## config.mk

```make
export PLATFORM = sky130hd
export DESIGN_NAME = kmap_lut_engine
export DESIGN_NICKNAME = d
export VERILOG_FILES = /design/src/rtl/kmap_lut_engine.sv
export SDC_FILE = /design/constraint.sdc
export NUM_CORES = 1
export LEC_CHECK = 0
export CORE_ASPECT_RATIO = 0.6
export CORE_MARGIN = 1.5
export CORE_UTILIZATION = 45
export DETAILED_ROUTE_END_ITERATION = 8
export GPL_TIMING_DRIVEN = 0
export PLACE_DENSITY = 0.66
export SYNTH_ARGS = -nofsm -noshare
export SYNTH_HDL_FRONTEND = slang
export SYNTH_SLANG_ARGS = --single-unit
```

## constraint.sdc

```tcl
create_clock -name i_clk -period 2.4 [get_ports i_clk]
set_input_delay 0.48 -clock i_clk [delete_from_list [all_inputs] [get_ports i_clk]]
set_output_delay 0.48 -clock i_clk [all_outputs]
set_load 0.02 [all_outputs]
```

## src/rtl/kmap_lut_engine.sv

```systemverilog
// Runtime-programmable N-input Boolean function: a 2^N-entry truth table evaluated
// through a valid/ready handshake, reloaded serially (MSB first) and committed atomically.
module kmap_lut_engine #(
    parameter int N = 4
) (
    input  logic         i_clk,
    input  logic         i_reset,
    input  logic         i_in_valid,
    output logic         o_in_ready,
    input  logic [N-1:0] i_in_data,
    output logic         o_out_valid,
    input  logic         i_out_ready,
    output logic         o_out,
    input  logic         i_prog_en,
    input  logic         i_prog_bit,
    output logic         o_busy,
    output logic         o_load_done,
    output logic         o_load_abort
);
    localparam int TT_W  = 2 ** N;
    localparam int CNT_W = N + 1;
    localparam logic [CNT_W-1:0] LAST_CNT = CNT_W'(TT_W - 1);

    // Entry i holds the odd parity of the index bits.
    function automatic logic [TT_W-1:0] parity_table();
        logic [TT_W-1:0] t;
        logic [N-1:0]    idx;
        t = '0;
        for (int i = 0; i < TT_W; i++) begin
            idx  = N'(i);
            t[i] = ^idx;
        end
        return t;
    endfunction

    localparam logic [TT_W-1:0] PARITY_TT = parity_table();

    typedef enum logic {S_IDLE, S_LOAD} state_t;

    state_t            r_state, w_state_nxt;
    logic [TT_W-1:0]   r_tt, w_tt_nxt;
    logic [TT_W-2:0]   r_sh, w_sh_nxt;
    logic [CNT_W-1:0]  r_cnt, w_cnt_nxt;
    logic              r_load_done, w_done_nxt;
    logic              r_load_abort, w_abort_nxt;
    logic              r_out_p1;
    logic              r_vld_p1;
    logic              w_accept;

    // Load FSM: state and shadow register
    always_ff @(posedge i_clk) begin
        if (i_reset) begin
            r_state      <= S_IDLE;
            r_tt         <= PARITY_TT;
            r_sh         <= '0;
            r_cnt        <= '0;
            r_load_done  <= 1'b0;
            r_load_abort <= 1'b0;
        end else begin
            r_state      <= w_state_nxt;
            r_tt         <= w_tt_nxt;
            r_sh         <= w_sh_nxt;
            r_cnt        <= w_cnt_nxt;
            r_load_done  <= w_done_nxt;
            r_load_abort <= w_abort_nxt;
        end
    end

    always_comb begin
        w_state_nxt = r_state;
        w_tt_nxt    = r_tt;
        w_sh_nxt    = r_sh;
        w_cnt_nxt   = r_cnt;
        w_done_nxt  = 1'b0;
        w_abort_nxt = 1'b0;
        case (r_state)
            S_IDLE: begin
                if (i_prog_en) begin
                    w_sh_nxt    = {r_sh[TT_W-3:0], i_prog_bit};
                    w_cnt_nxt   = CNT_W'(1);
                    w_state_nxt = S_LOAD;
                end
            end
            S_LOAD: begin
                if (!i_prog_en) begin
                    w_cnt_nxt   = '0;
                    w_state_nxt = S_IDLE;
                    w_abort_nxt = 1'b1;
                end else if (r_cnt == LAST_CNT) begin
                    // Shadow plus the final bit replaces the whole table in one edge.
                    w_tt_nxt    = {r_sh, i_prog_bit};
                    w_cnt_nxt   = '0;
                    w_state_nxt = S_IDLE;
                    w_done_nxt  = 1'b1;
                end else begin
                    w_sh_nxt  = {r_sh[TT_W-3:0], i_prog_bit};
                    w_cnt_nxt = r_cnt + CNT_W'(1);
                end
            end
            default: w_state_nxt = S_IDLE;
        endcase
    end

    // Evaluation stage p1: one-deep output register with skid-free handshake
    assign o_in_ready = !r_vld_p1 || i_out_ready;
    assign w_accept   = i_in_valid && o_in_ready;

    always_ff @(posedge i_clk) begin
        if (i_reset) begin
            r_out_p1 <= 1'b0;
            r_vld_p1 <= 1'b0;
        end else if (w_accept) begin
            r_out_p1 <= r_tt[i_in_data];
            r_vld_p1 <= 1'b1;
        end else if (i_out_ready) begin
            r_vld_p1 <= 1'b0;
        end
    end

    assign o_out        = r_out_p1;
    assign o_out_valid  = r_vld_p1;
    assign o_busy       = (r_state == S_LOAD);
    assign o_load_done  = r_load_done;
    assign o_load_abort = r_load_abort;
endmodule

```

==> run metrics <==
status=finished clean; Routed WL=~3700 µm; Leakage=a little over 0.7 nW; post-CTS sizing=0; ratio of final minimum period to clock period=0.9175; core area=roughly 0.0034 mm²; Final setup viols=0; switch share=0.2141; total negative setup slack=0 ns; vias in the first global route=between 1000 and 1500; Chip Height=49.98 µm; die area=about 0.0041 mm²; Flop pwr share=0.507; clk slew on worst S/H paths=roughly 0.080 ns; Final #Nets=221; Vias per Instance=~5.4; P_int=0.001074 W; Worst Skew=about 0.0038 ns; Worst Hold Class=flop to flop; htree depth=2; net count after synthesis=200; Initial Util=0.4893; deepest clock path buffer count=2; Worst Setup End Kind=output pin; via count=roughly 1400; final instance area=between 0.0015 and 0.002 mm²; number of fillers in the final layout=294; Hold-fix buffers, CTS=0; Routed Antenna Nets=0; first-pass GRT wire length=about 6000 µm; post-placement cell count=248; power share of the clock group=0.418; fraction of layout cells with a size suffix above 1=0.1043; ANT cells=0; Tmin final=around 2.2 ns; # Post-CTS Setup Buffers=0; DRC violations left=0; CP max-delay cell=clkdlybuf4s50_1; hold_ws=0.4612 ns; Yosys warnings=0; crit path kind=input pin to output pin; Seq cells post-synth=between 40 and 50; Layout Cells excl Fill=between 200 and 300; Layout area overhead=18.90%; Clock Latency Late Sink=0.29 ns; RSZ-0062 raised after global routing=false; Post-Synthesis Cells=~190; Die X=between 80 and 90 µm; largest net degree at the start of global routing=13; Comb pwr share=0.075; final hold vios=0; DRT Pass-1 Iters=5; Core Util, Final=0.5817; Max Freq=454.1 MHz; CP delay by family, top=buffers and inverters; DRT iter0 DRCs=70; DP HPWL=approximately 2800 µm; GRT Util Overall=0.2043; gr ovfl total=0; most frequent CP cell=clkdlybuf4s50_1; Syn Std Cell Area=~0.0017 mm²; IR drop worst, VDD=0.3903 mV; placed inst area=around 0.0019 mm²; WL/cell=roughly 15 µm; Power Dens Cells=between 600 and 700 mW/mm²; Max-Cap Viols=0; clock buffer count from CTS=5; Crit path buffers/inverters=2; worst stage delay on the critical path=roughly 0.63 ns; Root Buffer=clkbuf_8; WP data arrival=around 1.7 ns; CTS tree=done; Rows=16; Worst Path Required=around 1.9 ns; number of antenna violations at the first check in global routing=0; CP max FO=4; Placer Congestion=0.8534; most common cell after layout, fill and taps aside=nand2_1; I/O Buffers=14; library cells used by synthesis=34; worst path cell trace=clkdlybuf4s50_1 > nand2b_1 > clkdlybuf4s50_1; max_slew headroom=0.6578; CTS Sinks=a little over 40; Pins Over Slew Limit=0; Avg Inst Size Synth=8.758 µm²; Setup crit start kind=input pin; register area share after synthesis=0.4958; Slew @ Worst Pin=roughly 0.51 ns; most frequent cells in the layout=nand2_1 (64), dfxtp_1 (41), a21oi_1 (27); switching power=a little under 0.0003 W; num ports=16
[flip-flops by register name (all words and copies together) (netlist names)]
signal and cells:
r_tt 16, o_out_valid 1, o_busy 1, o_load_abort 1, o_load_done 1, r_sh 15, o_out 1, r_cnt 5
[cell type report]
type / instances / area (µm²) / share of cell area
flip-flops and latches: 41 / 820.8 / 0.4170
multi-input cells: 135 / 769.5 / 0.3910
repair buffers: 14 / 140.1 / 0.07120
clock buffers: 7 / 86.33 / 0.04387
plain buffers: 12 / 61.31 / 0.03115
well taps: 45 / 56.30 / 0.02861
clock inverters: 1 / 30.03 / 0.01526
inverters: 1 / 3.754 / 0.001907
[synthesized netlist by cell type, drive strengths merged]
cell type / n / area share
a2111oi: 1 / 0.017
a21bo: 1 / 0.0060
a21boi: 1 / 0.0068
a21oi: 27 / 0.082
a22oi: 1 / 0.0045
a311oi: 1 / 0.0053
a31oi: 1 / 0.0038
and3: 1 / 0.0038
and4b: 1 / 0.0060
buf: 7 / 0.026
clkbuf: 5 / 0.011
dfxtp: 41 / 0.50
ha: 1 / 0.0076
inv: 1 / 0.0023
mux2: 1 / 0.0068
mux4: 4 / 0.057
nand2: 64 / 0.15
nand2b: 1 / 0.0038
nand3: 1 / 0.0030
nand3b: 8 / 0.036
nand4: 1 / 0.0038
nand4b: 1 / 0.0053
nor2: 9 / 0.020
nor2b: 1 / 0.0038
nor3: 1 / 0.0030
nor3b: 3 / 0.017
nor4: 1 / 0.0076
o21a: 1 / 0.0045
o21ai: 2 / 0.0060
[worst paths after layout]
| check | cells after the start | from | slack (ns) | to |
|---|---|---|---|---|
| setup / recovery | 3 | i_out_ready | 0.20 | o_in_ready |
| hold reg to reg | 2 | r_tt[6]$_SDFFE_PP0P_ | 0.46 | r_tt[6]$_SDFFE_PP0P_ |
| setup reg to reg | 7 | r_cnt[0]$_SDFFE_PP0P_ | 0.53 | r_tt[1]$_SDFFE_PP1P_ |
| hold / removal | 2 | r_tt[6]$_SDFFE_PP0P_ | 0.46 | r_tt[6]$_SDFFE_PP0P_ |
[routing by layer]
metal	part of all wire	GRT usage
met4	0.0097	0.08046
met2	0.45	0.2893
met5	0	0
met1	0.47	0.2877
met3	0.074	0.06111
[through the flow]
stage                     power (W)  worst slack (ns)
after global placement    0.0008071            0.1142
final                      0.001367            0.1981
after floorplan           0.0007684            0.7828
after CTS                  0.001377            0.2027
after detailed placement  0.0008111           0.06972
after global routing       0.001413            0.1537
[tightest hold or removal path, delay by kind of cell (launching register included)]
family | cells | cell delay [ns]
DFF | 1 | 0.31
and+or+nand+nor | 1 | 0.05
AOI/OAI and AO/OA | 1 | 0.05
[cells by family (layout without fill, tap and decap cells)]
kind of cell	count (synthesis)	in the layout	share of synthesized area
compound gates	36	36	0.1353
fa+ha+maj	1	1	0.007557
buf+inv	13	35	0.03930
flops	41	41	0.4958
mux	5	5	0.06349
simple gates	93	93	0.2585
[power groups by stage]
stage               registers (W)  clock network [W]  logic (W)
floorplan                0.000712                  0  0.0000560
CTS                      0.000692           0.000582   0.000103
global placement         0.000708                  0  0.0000990
global route             0.000693           0.000610   0.000110
detailed placement       0.000708                  0   0.000103
finish                   0.000693           0.000572   0.000102
Power figures use the tool's default switching activity.
